$ cat src/rtl/traffic_phase_sequencer.sv
// Two-street intersection phase sequencer. It applies min/max green, a fixed yellow and a
// one-cycle all-red, and serves a latched pedestrian request with an all-red WALK phase.
module traffic_phase_sequencer #(
    parameter int unsigned MIN_GREEN   = 4,
    parameter int unsigned MAX_GREEN   = 10,
    parameter int unsigned YELLOW_TIME = 2,
    parameter int unsigned WALK_TIME   = 3,
    parameter int unsigned CNT_W       = 4
) (
    input  logic             clk,
    input  logic             rst,
    input  logic [1:0]       T,
    input  logic             ped_req,
    output logic [3:0]       S,
    output logic [3:0]       next_S,
    output logic [1:0]       La,
    output logic [1:0]       Lb,
    output logic             walk,
    output logic [CNT_W-1:0] timer
);

    typedef enum logic [3:0] {
        ST_AG   = 4'd0,
        ST_AY   = 4'd1,
        ST_AR   = 4'd2,
        ST_BG   = 4'd3,
        ST_BY   = 4'd4,
        ST_BR   = 4'd5,
        ST_WALK = 4'd6
    } state_e;

    localparam logic [1:0] L_GRN = 2'b00;
    localparam logic [1:0] L_YEL = 2'b01;
    localparam logic [1:0] L_RED = 2'b10;

    localparam logic [CNT_W-1:0] MIN_M1  = CNT_W'(MIN_GREEN - 1);
    localparam logic [CNT_W-1:0] MAX_M1  = CNT_W'(MAX_GREEN - 1);
    localparam logic [CNT_W-1:0] YEL_M1  = CNT_W'(YELLOW_TIME - 1);
    localparam logic [CNT_W-1:0] WALK_M1 = CNT_W'(WALK_TIME - 1);

    state_e           state_q, state_d;
    logic [CNT_W-1:0] timer_q, timer_d;
    logic             ped_q, ped_d;
    logic             last_b_q, last_b_d;   // 1: WALK was entered after the B green
    logic             ta, tb, want_a, want_b;

    assign ta     = T[1];
    assign tb     = T[0];
    assign want_a = ta | ped_q;
    assign want_b = tb | ped_q;

    // Next-state, timer, pedestrian latch and direction memory
    always_comb begin
        state_d  = state_q;
        timer_d  = timer_q;
        ped_d    = ped_q;
        last_b_d = last_b_q;
        case (state_q)
            ST_AG: if (timer_q >= MIN_M1 && want_b && (!ta || timer_q >= MAX_M1)) state_d = ST_AY;
            ST_AY: if (timer_q == YEL_M1) state_d = ST_AR;
            ST_AR: state_d = ped_q ? ST_WALK : ST_BG;
            ST_BG: if (timer_q >= MIN_M1 && want_a && (!tb || timer_q >= MAX_M1)) state_d = ST_BY;
            ST_BY: if (timer_q == YEL_M1) state_d = ST_BR;
            ST_BR: state_d = ped_q ? ST_WALK : ST_AG;
            ST_WALK: if (timer_q == WALK_M1) state_d = last_b_q ? ST_AG : ST_BG;
            default: state_d = ST_AG;
        endcase
        if (rst) state_d = ST_AG;

        if (state_d != state_q)   timer_d = '0;
        else if (timer_q != '1)   timer_d = timer_q + 1'b1;

        // Entering WALK clears the request even if the button is pressed on that edge
        if (state_d == ST_WALK && state_q != ST_WALK)  ped_d = 1'b0;
        else if (ped_req && state_q != ST_WALK)        ped_d = 1'b1;

        if (state_q == ST_AR)      last_b_d = 1'b0;
        else if (state_q == ST_BR) last_b_d = 1'b1;
    end

    always_ff @(posedge clk) begin
        if (rst) begin
            state_q  <= ST_AG;
            timer_q  <= '0;
            ped_q    <= 1'b0;
            last_b_q <= 1'b0;
        end else begin
            state_q  <= state_d;
            timer_q  <= timer_d;
            ped_q    <= ped_d;
            last_b_q <= last_b_d;
        end
    end

    // Moore light decode from the state register
    always_comb begin
        La   = L_RED;
        Lb   = L_RED;
        walk = 1'b0;
        case (state_q)
            ST_AG:   La = L_GRN;
            ST_AY:   La = L_YEL;
            ST_BG:   Lb = L_GRN;
            ST_BY:   Lb = L_YEL;
            ST_WALK: walk = 1'b1;
            default: ;
        endcase
    end

    assign S      = state_q;
    assign next_S = state_d;
    assign timer  = timer_q;

endmodule
$ cat config.mk
export PLATFORM = sky130hd
export DESIGN_NAME = traffic_phase_sequencer
export DESIGN_NICKNAME = d
export VERILOG_FILES = /design/src/rtl/traffic_phase_sequencer.sv
export SDC_FILE = /design/constraint.sdc
export NUM_CORES = 1
export LEC_CHECK = 0
export ABC_AREA = 1
export CORE_ASPECT_RATIO = 0.8
export CORE_MARGIN = 2
export CORE_UTILIZATION = 30
export CTS_BUF_LIST = sky130_fd_sc_hd__clkbuf_8 sky130_fd_sc_hd__clkbuf_16
export DETAILED_ROUTE_END_ITERATION = 10
export PLACE_DENSITY = 0.69
export SYNTH_ARGS = -nofsm -noshare
export SYNTH_HDL_FRONTEND = slang
export SYNTH_SLANG_ARGS = --single-unit
export TNS_END_PERCENT = 30
$ cat constraint.sdc
create_clock -name clk -period 1.6 [get_ports clk]
set_input_delay 0.32 -clock clk [delete_from_list [all_inputs] [get_ports clk]]
set_output_delay 0.32 -clock clk [all_outputs]
set_load 0.02 [all_outputs]
=== Word level (Yosys, flattened, before mapping) ===
Cells that the tools add are included.

* Bits in registers: 10
* Output and inout port bits: 17

* Muxes and demuxes: 13
* Reduce and logical (&&, ||, !) cells: 14
* Eq/ne operators: 12
* Bitwise gates (word level): 2
* Magnitude comparators: 2
* Add/sub/neg operators: 1

{| class="wikitable"
|+ Operator list
! operator !! count
|-
| $pmux 4 s7 || 1
|-
| $mux 4 || 6
|-
| $eq 4x3->1 const B || 4
|-
| $eq 4x2->1 const B || 3
|-
| $eq 4x1->1 const B || 2
|-
| $pmux 2 s2 || 2
|-
| $logic_and 1x1->1 || 6
|-
| $mux 3 || 2
|-
| $reduce_or 2->1 || 3
|-
| $add 4x1->4 const B || 1
|-
| $ge 4x2->1 const B || 1
|-
| $ge 4x4->1 const B || 1
|-
| $logic_not 4->1 || 1
|-
| $ne 4x3->1 const B || 1
|-
| $ne 4x4->1 || 1
|-
| $ne 4x4->1 const B || 1
|-
| $logic_not 1->1 || 2
|-
| $logic_or 1x1->1 || 2
|-
| $mux 2 || 1
|-
| $or 1x1->1 || 2
|-
| $mux 1 || 1
|}

=== Depth between registers and ports, before layout ===
* Depth after elaboration: 9
* Depth in mapped cells: 15

=== Worst setup path before layout ===
No wires, ideal clock.

* Path type: register -> output
* Start point: register timer_q[1], in the netlist timer[1]
* End point: output port next_S[0]
* Buffers on the path: 0
* Slack: -0.194 ns
* Arrival: 1.474 ns
* Cell stages (with the launch flop): 12
* Path through: dfxtp_1 > inv_1 > ha_1 > inv_1 > nand2_1 > nand2_1 > nand3_1 > nand2_1 > nand2_1 > nand3_1 > nand2_1 > inv_1

* Cells in the longest elaborated chain, start to end: 6
* Elaborated cells between the ends (all ways): 17

{| class="wikitable"
|+ Ends and longest elaborated chain
! what !! line !! RTL
|-
| start, declared || 42 || <nowiki>logic [CNT_W-1:0] timer_q, timer_d;</nowiki>
|-
| start signal, assigned || 89 || <nowiki>timer_q <= timer_d;</nowiki>
|-
| $ge 4x2->1 or $ge 4x4->1 (tied branches) || 59, 62 ||
|-
| $logic_and 1x1->1, or another cell as far along || 62 || <nowiki>ST_BG: if (timer_q >= MIN_M1 && want_a && (!tb || timer_q >= MAX_M1)) state_d = ST_BY;</nowiki>
|-
| $logic_and 1x1->1, on equally long branches || 62, 59 ||
|-
| $mux 4, on equally long branches || 62, 59 ||
|-
| $pmux 4 s7 * || 58 || <nowiki>case (state_q)</nowiki>
|-
| $mux 4 * || 68 || <nowiki>if (rst) state_d = ST_AG;</nowiki>
|-
| end, declared || 15 || <nowiki>output logic [3:0] next_S,</nowiki>
|}

Every way passes the cells marked *; elsewhere a longest branch is shown, timed or not.

=== Worst setup path in the final report ===
* Start point: register timer_q[1], in the netlist timer[1]
* End point: output port next_S[2]

The elaborated chain is that of the path after synthesis.

==> reports/results.tsv <==
metric	value	unit
first_pass_iters	4	
drt-total-wl	2.73	mm
run_status	finished, violations left	
avgSynthCellArea	6.00	um^2
synth_area	774	um^2
cts.path.max_buffers	2	
skew	0.00549	ns
die_h	49.4	um
grt_usage	0.192	
cp-start-kind	flop	
cpLargestDelayFamily	buffers and inverters	
hpwlAfterDp	1.91	mm
root_buffer	clkbuf_8	
arrival	1.58	ns
die_x	60.8	um
rows	16	
boundaryPins	22	
crit_chain	inv_4 -> ha_4 -> inv_2 -> nand2_2 -> nand2_2 -> nand3_2 -> buf_4 -> nand3_2 -> nand2_1 -> nand2_1 -> inv_1 -> buf_6	
hold_viol	0	
slowest_stage	dfxtp_4	
area_growth	88.4	%
nNetsFinal	195	
htree_levels	1	
first_global_vias	994	
holdBufCountCts	0	
p_leak	0.741	nW
multiInputGateArea	631	um^2
reg2reg_depth	16	
grt_pass1_wl	4.37	mm
cts_buffers	3	
pre_cts_slack	-0.700	ns
yosysTopAreaCell	dfxtp_1	
cp.depth	12	
mostFrequentLayoutCells	buf_4 (32), nand2_1 (21), nor2_1 (16)	
fin_ws	-0.300	ns
ir_drop	0.313	mV
drtIter0Drc	43	
failed_checks	setup timing	
path_buf_inv	5	
maxCapViolCount	0	
grt-ovfl-total	0	
finalSetupTns	-1.49	ns
seqCellArea	213	um^2
yosysWarnings	0	
endpoint_kind	output pin	
mostFrequentLayoutCell	buf_4	
synthTopCellsByArea	dfxtp_1 (26%), nand2_1 (16%), inv_1 (9.7%)	
path_clk_slew	0.05	ns
rsz0062_at_grt	yes	
cts_tree	yes	
synth_seq_area_share	0.258	
crit_required	1.28	ns
drv_slew	0	
clock_sinks	10	
initial_core_util	0.317	
num-fill-cells	210	
fin_crit	1.90	ns
max_freq	0.526	GHz
max_stage_delay	0.38	ns
whs_path_depth	2	
vias	1011	
portBuffers	20	
layout_worst_path_cycle_share	1.19	
drc_errors	0	
grt_max_degree	8	
setup_violations	8	
antennaDiodeCount	0	
power_density	440	nW/um^2
power	0.642	mW
gp_congestion	0.863	
path_class	flop to output pin	
ys_types	20	
cp_max_fo	3	
core_area	2440	um^2
clk_latency	0.24	ns
grt_antenna_before_repair	0	
synth-seq-cells	10	
vias_per_cell	4.57	
antenna_left	0	
synth_top_area_share	0.258	
dieArea	3010	um^2
hp-class	flop to flop	
drive_gt1_frac	0.508	
synthCells	129	
avgRoutedWirePerCell	12.3	um
-- sequential cells by signal (all words and copies together) (netlist names) --
name      flops
last_b_q      1
timer         4
ped_q         1
S             4
-- logic make-up after synthesis --
logic type / share of synthesized area
adder cells (fa/ha/maj): 0.0646
other: 0.00484
XOR/XNOR: 0.0113
AND/OR/NAND/NOR: 0.481
flip-flops: 0.258
AO/OA/AOI/OAI: 0.0630
buffers and inverters: 0.116
-- synth_stat cells --
cell       n
nor2_1    20
conb_1     1
nand2_2    4
nor2_2     4
dfxtp_1   10
inv_1     20
inv_2      2
nand3_1   14
o311ai_0   1
xor2_1     1
ha_1       4
nand3_2    2
nor2_4     1
nand4_1    1
buf_4      1
a21oi_1    5
nor3_1     2
o21ai_0    3
nor3_2     1
nand2_1   32
-- tightest hold or removal path, delay by kind of cell, from the launching register on --
| kind | cells | cell delay (ns) |
|---|---|---|
| and+or+nand+nor | 1 | 0.08 |
| AOI/OAI and AO/OA | 1 | 0.05 |
| DFF | 1 | 0.36 |
-- worst paths after layout --
| kind | start | endpoint | slack [ns] |
|---|---|---|---|
| worst max-delay path | timer[1] | next_S[2] | -0.30 |
| worst max register to register | timer[1] | timer[1] | -0.15 |
| worst min-delay path | last_b_q | last_b_q | 0.53 |
| worst min register to register | last_b_q | last_b_q | 0.53 |
-- metal layers --
| layer | up-vias | GRT usage | routed length, um |
|---|---|---|---|
| li1 | 511 | - | - |
| met1 | 458 | 0.251 | 1200 |
| met2 | 36 | 0.310 | 1280 |
| met3 | 6 | 0.0424 | 187 |
| met4 | 0 | 0.0616 | 58 |
| met5 | - | 0 | 0 |
-- where the power goes --
part / total (mW) / internal (mW) / switching [mW] / leakage, nW
logic: 0.109 / 0.0536 / 0.0556 / 0.633
clock network: 0.267 / 0.168 / 0.0993 / 0.0231
registers: 0.266 / 0.254 / 0.0112 / 0.0845
-- what timing repair did --
action,in CTS,in global routing
pin swaps,8,14
setup endpoints to repair,17,12
setup buffers,3,2
gates resized for setup,58,23
-- stage by stage --
stage | utilization | hold slack (ns) | area, um^2 | std cells
6_report | 0.597 | 0.531 | 1460 | 221
2_1_floorplan | - | 0.399 | 805 | 130
4_1_cts | 0.567 | 0.539 | 1390 | 220
3_5_place_dp | 0.513 | 0.526 | 1250 | 213
5_1_grt | 0.597 | 0.599 | 1460 | 221
3_3_place_gp | 0.513 | 0.504 | 1250 | 213
-- cell type report --
cell class	instances	share of cell area
timing repair buffer	52	0.298
sequential	10	0.146
clock buffer	3	0.0283
clock inverter	1	0.00257
multi-input combinational	97	0.432
tap	36	0.0309
inverter	22	0.0617
Power figures use the tool's default switching activity.
